--- src/rtl/cricket_pkg.sv ---
// Shared constants, innings state encoding and team-data layout for the
// cricket score keeper.
package cricket_pkg;

  // Match limits; widths match the tally registers they are compared against.
  localparam logic [6:0] MAX_BALLS   = 7'd120;
  localparam logic [3:0] MAX_WICKETS = 4'd10;
  localparam logic [7:0] MAX_RUNS    = 8'd255;

  // Largest runs value that can be scored off the bat in one delivery.
  localparam logic [2:0] MAX_BALL_RUNS = 3'd6;

  // Field offsets inside the 12-bit {runs, wickets} team-data word.
  localparam int RUNS_MSB    = 11;
  localparam int RUNS_LSB    = 4;
  localparam int WICKETS_MSB = 3;
  localparam int WICKETS_LSB = 0;

  // Innings progression of a two-team limited-overs match.
  typedef enum logic [1:0] {
    ST_INN1  = 2'd0,
    ST_BREAK = 2'd1,
    ST_INN2  = 2'd2,
    ST_DONE  = 2'd3
  } inning_state_t;

  // Pack a team's runs and wickets into the team-data layout.
  function automatic logic [11:0] pack_team(input logic [7:0] runs,
                                            input logic [3:0] wickets);
    logic [11:0] word;
    word = '0;
    word[RUNS_MSB:RUNS_LSB]       = runs;
    word[WICKETS_MSB:WICKETS_LSB] = wickets;
    return word;
  endfunction

endpackage

--- src/rtl/team_tally.sv ---
// Runs / wickets / legal-ball tally for one team. All three counters
// saturate at their match limits. The post-update values are exported so
// the innings FSM can decide transitions on the same edge as the update.
module team_tally
  import cricket_pkg::*;
(
  input  logic       clk_fpga,
  input  logic       reset,
  input  logic       enable,
  input  logic [2:0] add_runs,
  input  logic       add_extra,
  input  logic       add_wicket,
  output logic [7:0] runs,
  output logic [3:0] wickets,
  output logic [6:0] balls,
  output logic [7:0] runs_nxt,
  output logic [3:0] wickets_nxt,
  output logic [6:0] balls_nxt
);

  logic [8:0] run_sum;

  // Next-state values of the three counters for the current delivery.
  always_comb begin
    // NOTE: every combinational output gets a default first so no path leaves
    // it unassigned; otherwise synthesis infers a latch.
    run_sum     = {1'b0, runs} + {6'd0, add_runs} + {8'd0, add_extra};
    runs_nxt    = runs;
    wickets_nxt = wickets;
    balls_nxt   = balls;
    if (enable) begin
      // A wide/no-ball adds a penalty run but is not a legal delivery.
      runs_nxt = (run_sum > {1'b0, MAX_RUNS}) ? MAX_RUNS : run_sum[7:0];
      if (add_wicket && (wickets < MAX_WICKETS)) begin
        wickets_nxt = wickets + 4'd1;
      end
      if (!add_extra && (balls < MAX_BALLS)) begin
        balls_nxt = balls + 7'd1;
      end
    end
  end

  // Counter registers, cleared by the synchronous active-low reset.
  always_ff @(posedge clk_fpga) begin
    // NOTE: sequential state uses non-blocking assignments so every register
    // samples the pre-edge values; blocking here would create ordering races.
    if (!reset) begin
      runs    <= '0;
      wickets <= '0;
      balls   <= '0;
    end else begin
      runs    <= runs_nxt;
      wickets <= wickets_nxt;
      balls   <= balls_nxt;
    end
  end

endmodule

--- src/rtl/score_keeper.sv ---
// Cricket match score keeper: accepts delivery events for the batting
// team, keeps per-team tallies, and sequences the two innings.
module score_keeper
  import cricket_pkg::*;
(
  input  logic        clk_fpga,
  input  logic        reset,
  input  logic        ball_valid,
  input  logic [2:0]  ball_runs,
  input  logic        ball_wicket,
  input  logic        ball_extra,
  input  logic        next_inning,
  input  logic        gameOver,
  output logic [11:0] team1Data,
  output logic [11:0] team2Data,
  output logic [6:0]  team1Balls,
  output logic [6:0]  team2Balls,
  output logic [3:0]  wickets,
  output logic [15:0] balls,
  output logic        batting_team,
  output logic        ball_ack,
  output logic        ball_nack,
  output logic        match_done
);

  inning_state_t state;

  logic [7:0] t1_runs, t2_runs, t1_runs_nxt, t2_runs_nxt;
  logic [3:0] t1_wickets, t2_wickets, t1_wickets_nxt, t2_wickets_nxt;
  logic [6:0] t1_balls, t2_balls, t1_balls_nxt, t2_balls_nxt;

  logic       in_play;
  logic [3:0] bat_wickets;
  logic [6:0] bat_balls;
  logic       accept;
  logic       t1_en;
  logic       t2_en;
  logic       inn1_over;
  logic       inn2_over;

  // Acceptance decision and per-team update enables for this cycle.
  always_comb begin
    in_play     = (state == ST_INN1) || (state == ST_INN2);
    bat_wickets = (state == ST_INN1) ? t1_wickets : t2_wickets;
    bat_balls   = (state == ST_INN1) ? t1_balls   : t2_balls;
    accept      = ball_valid && in_play &&
                  (ball_runs <= MAX_BALL_RUNS) &&
                  (bat_wickets < MAX_WICKETS) &&
                  (bat_balls < MAX_BALLS);
    t1_en       = accept && (state == ST_INN1);
    t2_en       = accept && (state == ST_INN2);
    // Innings-end conditions are judged on the values this edge will store.
    inn1_over   = (t1_wickets_nxt == MAX_WICKETS) || (t1_balls_nxt == MAX_BALLS);
    inn2_over   = (t2_wickets_nxt == MAX_WICKETS) || (t2_balls_nxt == MAX_BALLS) ||
                  (t2_runs_nxt > t1_runs_nxt) || gameOver;
  end

  team_tally u_team1 (
    .clk_fpga    (clk_fpga),
    .reset       (reset),
    .enable      (t1_en),
    .add_runs    (ball_runs),
    .add_extra   (ball_extra),
    .add_wicket  (ball_wicket),
    .runs        (t1_runs),
    .wickets     (t1_wickets),
    .balls       (t1_balls),
    .runs_nxt    (t1_runs_nxt),
    .wickets_nxt (t1_wickets_nxt),
    .balls_nxt   (t1_balls_nxt)
  );

  team_tally u_team2 (
    .clk_fpga    (clk_fpga),
    .reset       (reset),
    .enable      (t2_en),
    .add_runs    (ball_runs),
    .add_extra   (ball_extra),
    .add_wicket  (ball_wicket),
    .runs        (t2_runs),
    .wickets     (t2_wickets),
    .balls       (t2_balls),
    .runs_nxt    (t2_runs_nxt),
    .wickets_nxt (t2_wickets_nxt),
    .balls_nxt   (t2_balls_nxt)
  );

  // Innings FSM with registered handshake and status outputs.
  always_ff @(posedge clk_fpga) begin
    // NOTE: reset is synchronous, so it is just the highest-priority branch
    // inside the clocked block and is not in the sensitivity list.
    if (!reset) begin
      state        <= ST_INN1;
      batting_team <= 1'b0;
      match_done   <= 1'b0;
      ball_ack     <= 1'b0;
      ball_nack    <= 1'b0;
    end else begin
      ball_ack  <= accept;
      ball_nack <= ball_valid && !accept;
      case (state)
        ST_INN1: begin
          if (accept && inn1_over) begin
            state <= ST_BREAK;
          end
        end
        ST_BREAK: begin
          if (next_inning) begin
            state        <= ST_INN2;
            batting_team <= 1'b1;
          end
        end
        ST_INN2: begin
          if (inn2_over) begin
            state      <= ST_DONE;
            match_done <= 1'b1;
          end
        end
        ST_DONE: begin
          state <= ST_DONE;
        end
        default: begin
          state        <= ST_INN1;
          batting_team <= 1'b0;
          match_done   <= 1'b0;
        end
      endcase
    end
  end

  // Output packing and batting-team mirror.
  always_comb begin
    team1Data  = pack_team(t1_runs, t1_wickets);
    team2Data  = pack_team(t2_runs, t2_wickets);
    team1Balls = t1_balls;
    team2Balls = t2_balls;
    wickets    = batting_team ? t2_wickets : t1_wickets;
    balls      = {9'd0, (batting_team ? t2_balls : t1_balls)};
  end

endmodule

--- config.mk ---
export PLATFORM = sky130hd
export DESIGN_NAME = score_keeper
export DESIGN_NICKNAME = d
export VERILOG_FILES = /design/src/rtl/cricket_pkg.sv /design/src/rtl/team_tally.sv /design/src/rtl/score_keeper.sv
export SDC_FILE = /design/constraint.sdc
export NUM_CORES = 1
export LEC_CHECK = 0
export ABC_CLOCK_PERIOD_IN_PS = 3300
export BUFFER_PORTS_ARGS = -buffer_cell sky130_fd_sc_hd__buf_2
export CORE_MARGIN = 2
export CORE_UTILIZATION = 54
export DETAILED_ROUTE_END_ITERATION = 8
export GPL_TIMING_DRIVEN = 0
export PLACE_DENSITY = 0.86
export SLEW_MARGIN = 20
export SYNTH_ARGS = -nofsm -noshare
export SYNTH_HDL_FRONTEND = slang
export SYNTH_HIERARCHICAL = 1
export SYNTH_SLANG_ARGS = --single-unit
--- constraint.sdc ---
create_clock -name clk_fpga -period 3.3 [get_ports clk_fpga]
set_input_delay 0.33 -clock clk_fpga [delete_from_list [all_inputs] [get_ports clk_fpga]]
set_output_delay 0.33 -clock clk_fpga [all_outputs]
set_load 0.01 [all_outputs]
Word level (Yosys, flattened, before mapping)
Cells that the tools add are included.
- add/subtract/negate cells: 8
- multiplexer cells: 20
- reductions and logical operators: 23
- eq/ne operators: 10
- magnitude comparators: 10
- operators with widths (operator ; count):
    7-bit two-way mux ; 6
    8-bit two-way mux ; 4
    4-bit two-way mux ; 6
    7-bit < comparator, second input constant ; 3
    8-bit by 3-bit adder with 9-bit output ; 2
    9-bit by 1-bit adder with 9-bit output ; 2
    9-bit by 8-bit > comparator with 1-bit output, second input constant ; 2
    7-bit by 1-bit adder with 7-bit output, second input constant ; 2
    7-bit equality test, second input constant ; 2
    1-bit logical AND ; 12
    4-bit < comparator, second input constant ; 3
    4-bit by 1-bit adder with 4-bit output, second input constant ; 2
    4-bit equality test, second input constant ; 2
    8-bit > comparator ; 1
    2-bit case mux with 4 select lines ; 1
    2-bit two-way mux ; 3
    1-bit logical OR ; 5
    2-bit equality test, second input constant ; 2
    2-bit inequality test, second input constant ; 2
    2-bit AND reduction ; 2
    3-bit <= comparator, second input constant ; 1
    3-bit AND reduction ; 1
    2-bit by 1-bit equality test with 1-bit output, second input constant ; 1
    1-bit logical NOT ; 2
    2 further kinds ; 2
- bits in registers: 44
- output and inout port bits: 62
- word-level logic and storage cells: 82
- input bits: 10

Logic depth before layout (Yosys ltp)
- word-level depth: 14
- gate-level depth with buffers: 14
- depth with buffers taken out: 14

By module
Netlist, hierarchy kept.
- by module, submodules not included (module ; area each (sq um) ; cells an instance ; sequential area each (sq um) ; instances):
    team_tally (u_team2) ; 1086.0 ; 119 ; 380.4 ; 1
    team_tally (u_team1) ; 1082.3 ; 119 ; 380.4 ; 1
    score_keeper ; 774.5 ; 99 ; 120.1 ; 1

Worst setup path before layout
No wires, ideal clock.
- path type: reg-to-reg
- start point: register u_team1.wickets[2]
- end point: register state[0]
- arrival time: 2.728 ns
- library setup time: 0.129 ns
- required time: 3.171 ns
- buffers on the path: 0
- setup slack: 0.444 ns
- period minus slack after synthesis: 2.856 ns
- cell stages (with the launch flop): 13
- cell sequence: dfxtp_1 > o21ai_0 > a2111oi_2 > and3_1 > and2b_1 > nand3_1 > nor2_1 > xor2_1 > and4_1 > a211oi_1 > o211ai_1 > o211ai_1 > o211ai_1
- longest elaborated chain between the ends: 12
- elaborated cells between the ends (all ways): 29
- classes of those cells: add/sub (1); order compare (3); eq/ne (6); mux (8); reduce/logical (11)
- RTL lines (what ; RTL line ; text):
    start: declaration ; team_tally.sv:14 ; output logic [3:0] wickets,
    start signal: assignment ; team_tally.sv:53 ; wickets <= wickets_nxt;
    4-bit two-way mux ; score_keeper.sv:44 ; bat_wickets = (state == ST_INN1) ? t1_wickets : t2_wickets;
    4-bit < comparator ; score_keeper.sv:48 ; (bat_wickets < MAX_WICKETS) &&
    1-bit logical AND ; score_keeper.sv:47 ; (ball_runs <= MAX_BALL_RUNS) &&
    1-bit logical AND ; score_keeper.sv:48 ;
    1-bit logical AND ; score_keeper.sv:51 ; t2_en = accept && (state == ST_INN2);
    net t2_en ; score_keeper.sv:37 ; logic t2_en;
    7-bit two-way mux ; team_tally.sv:31 ; if (enable) begin
    net t2_balls_nxt[5] ; score_keeper.sv:30 ; logic [6:0] t1_balls, t2_balls, t1_balls_nxt, t2_balls_nxt;
    7-bit equality test ; score_keeper.sv:54 ; inn2_over = (t2_wickets_nxt == MAX_WICKETS) || (t2_balls_nxt == MAX_BALLS) ||
    1-bit logical OR (2 in series) ; score_keeper.sv:54 ;
    1-bit logical OR ; score_keeper.sv:55 ; (t2_runs_nxt > t1_runs_nxt) || gameOver;
    2-bit inequality test (no line) ; -- ;
    3-bit AND reduction (no line) ; -- ;
    end signal: assignment ; score_keeper.sv:93 ; state <= ST_INN1;
    end signal: assignment ; score_keeper.sv:104 ; state <= ST_BREAK;
    end signal: assignment ; score_keeper.sv:109 ; state <= ST_INN2;
    end: declaration ; score_keeper.sv:26 ; inning_state_t state;
The timed path passes the listed nets, and every way through them passes these cells.
A chain may end at the register's enable or synchronous reset.

Worst setup path after layout
- start point: register u_team2.balls[3]
- end point: register state[0]
- longest elaborated chain between the ends: 11
- elaborated cells between the ends (all ways): 28
- classes of those cells: add/sub (1); order compare (3); eq/ne (6); mux (8); reduce/logical (10)
- RTL lines (what ; RTL line ; text):
    start: declaration ; team_tally.sv:15 ; output logic [6:0] balls,
    start signal: assignment ; team_tally.sv:54 ; balls <= balls_nxt;
    7-bit two-way mux ; score_keeper.sv:45 ; bat_balls = (state == ST_INN1) ? t1_balls : t2_balls;
    7-bit < comparator ; score_keeper.sv:49 ; (bat_balls < MAX_BALLS);
    1-bit logical AND ; score_keeper.sv:48 ;
    1-bit logical AND ; score_keeper.sv:51 ;
    net t2_en ; score_keeper.sv:37 ;
    7-bit two-way mux ; team_tally.sv:31 ;
    net t2_balls_nxt[5] ; score_keeper.sv:30 ;
    7-bit equality test ; score_keeper.sv:54 ;
    1-bit logical OR (2 in series) ; score_keeper.sv:54 ;
    1-bit logical OR ; score_keeper.sv:55 ;
    2-bit inequality test (no line) ; -- ;
    3-bit AND reduction (no line) ; -- ;
The timed path passes the listed nets, and every way through them passes these cells.

==> results_dict.tcl <==
set metrics [dict create \
    outcome "complete, no violations" \
    layout.nets 446 \
    cap_violations 0 \
    ant_nets 0 \
    gp_congestion 0.897 \
    peakVddDrop_uv 245 \
    cts-hold-fix-buffers 0 \
    cp_data_arrival_time_ns 3.34 \
    fmax_mhz 318 \
    synth.avg_cell_area_um2 8.73 \
    drt_iter0_markers 204 \
    num_rows 26 \
    grt_max_degree 27 \
    finalMaxSlewViolations 0 \
    clkTransAtPathRegs_ns 0.10 \
    cts_tree "done" \
    crit_slowest_cell "dfxtp_1" \
    fin_crit_ns 3.15 \
    startpoint_type "register" \
    final_util 0.684 \
    antenna_cells 0 \
    leakage_nw 1.69 \
    final_cell_mix "buf_2, dfxtp_1, and2_1, nand2_1, inv_1" \
    die_area_um2 6060 \
    synth_top_area_frac 0.299 \
    routed_wl_um 7130 \
    area_growth_pct 20.2 \
    whs_ns 0.246 \
    antenna_found_initial 0 \
    synth_top_area_cell "dfxtp_1" \
    p_per_area_nw_per_um2 327 \
    fp.dieH_um 77.8 \
    fin_setup_tns_ns 0 \
    crit_required_ns 3.49 \
    dpl.cell_count 477 \
    period_share 0.954 \
    cp-end-kind "register" \
    holdPathStages 3 \
    wl_per_cell_um 14.6 \
    layout_setup_ws_ns 0.153 \
    clock_latency_ns 0.31 \
    synth_edf_count 0 \
    max_stage_delay_ns 0.41 \
    preCtsSetupSlack_ns -0.247 \
    fp.dieW_um 77.8 \
    skew_ns 0.0129 \
    stdcell_count 487 \
    rr_worst_depth 13 \
    yosysUniqueCellTypes 48 \
    ys_seq_area_frac 0.299 \
    layout-drive-gt1-share 0.305 \
    path_max_fanout 8 \
    yosys-top-cells-area "dfxtp_1, ha_1, and2_1" \
    cts.sinks 44 \
    drc 0 \
    start_util 0.569 \
    vias 2725 \
    cts-htree-levels 2 \
    hold_violations 0 \
    syn_area_um2 2940 \
    cts_buffers 5 \
    core_area_um2 5170 \
    viasPerCell 5.60 \
    ys.flop_type "dfxtp_1" \
    hpwl_um 5400 \
    ys_ff_latch 44 \
    track_usage 0.230 \
    ys_warn_count 6 \
    async_flop_share 0 \
    clockBufferDepth 2 \
    final_common_cell "buf_2" \
    min_path_type "in2reg" \
    portBuffers 62 \
    path_common_cell "o211ai_1" \
    fillers 421 \
    grt_first_pass_wirelength_um 11200 \
    io_pins 72 \
    grt_overflow 0 \
    cts_root_buf "clkbuf_8" \
    first_global_vias 2418 \
    path_class "reg2reg" \
    synth_cells 337 \
    drtPass1Iterations 5 \
    setup_violations 0 \
    crit_chain "nand4_1 -> a21oi_1 -> a2111oi_4 -> and3_4 -> and2b_2 -> nand3_1 -> nor2_2 -> xor2_1 -> and4_1 -> a211oi_2 -> o211ai_1 -> o211ai_1 -> o211ai_1" \
]
## cell type report
class                           instances  area [um2]  area share
Multi-Input combinational cell        265        1940       0.550
Sequential cell                        44         887       0.251
Timing Repair Buffer                   64         325      0.0920
Buffer                                 14        95.1      0.0269
Tap cell                               70        87.6      0.0248
Inverter                               22        82.6      0.0233
Clock buffer                            5        68.8      0.0195
Clock inverter                          3        46.3      0.0131
## per-stage QoR
stage	instance area (um2)	total power, mW
global route	3540	1.20
finish	3540	1.16
global placement	3370	0.721
CTS	3500	1.16
detailed placement	3370	0.730
floorplan	2970	0.677
## state kept, by name (all words and copies together), names as in the netlist
signal,cells
match_done,1
u_team1/balls,7
batting_team,1
state,2
u_team1/wickets,4
u_team2/runs,8
u_team2/wickets,4
u_team1/runs,8
ball_nack,1
u_team2/balls,7
ball_ack,1
## power by group
| part | switching [mW] | leakage (nW) | internal, mW |
|---|---|---|---|
| clock | 0.206 | 0.0548 | 0.228 |
| combinational | 0.0962 | 1.28 | 0.0732 |
| sequential | 0.0122 | 0.359 | 0.541 |
| total | 0.314 | 1.69 | 0.842 |
## routing by layer
layer  global-route usage  vias up  share of wire
met1                0.285     1289           0.44
li1                     -     1332              -
met2                0.384       85           0.48
met3               0.0453       19          0.051
met5                    0        -              0
met4                0.107        0          0.029
## path summary, 6_finish.rpt
kind,start,endpoint,slack (ns)
max,u_team2/balls[3],state[0],0.15
min,ball_valid,ball_nack,0.25
max reg2reg,u_team2/balls[3],state[0],0.15
min reg2reg,match_done,match_done,0.46
## synth_stat cells, types with 3 or more instances
cell type,number
and4_1,3
nand2_1,29
o21bai_1,4
o21ai_0,10
fa_1,4
and2_1,31
o211ai_1,9
a31oi_1,6
a21oi_1,12
ha_1,16
xnor2_1,12
xor2_1,4
nor2_1,18
inv_1,22
mux2_4,6
o31ai_1,3
dfxtp_1,44
mux2_2,11
mux2i_1,5
nand4_1,9
buf_4,11
and3_1,7
nand3_1,20
nor3_1,3
## cells by family after synthesis
logic type,count (synthesis),synth area share
and+or+nand+nor,139,0.264
xor gates and xnor gates,16,0.0476
other,1,0.00127
adders and majority gates,20,0.0952
AOI/OAI and AO/OA,59,0.142
buffers and inverters,36,0.0604
muxes,22,0.0897
DFF,44,0.299
## worst max-delay path, delay by kind of cell (launching register included)
kind                      cells  cell delay, ns
xor gates and xnor gates      1            0.08
DFF                           1            0.41
and+or+nand+nor               6            1.23
AOI/OAI and AO/OA             6            1.34
## what timing repair did
action                     4_1_cts  5_1_grt
setup endpoints to repair        2        2
buffers inserted                 1        1
gates resized for setup          3       10
pin swaps                        2        5
(Power assumes the default switching activity.)
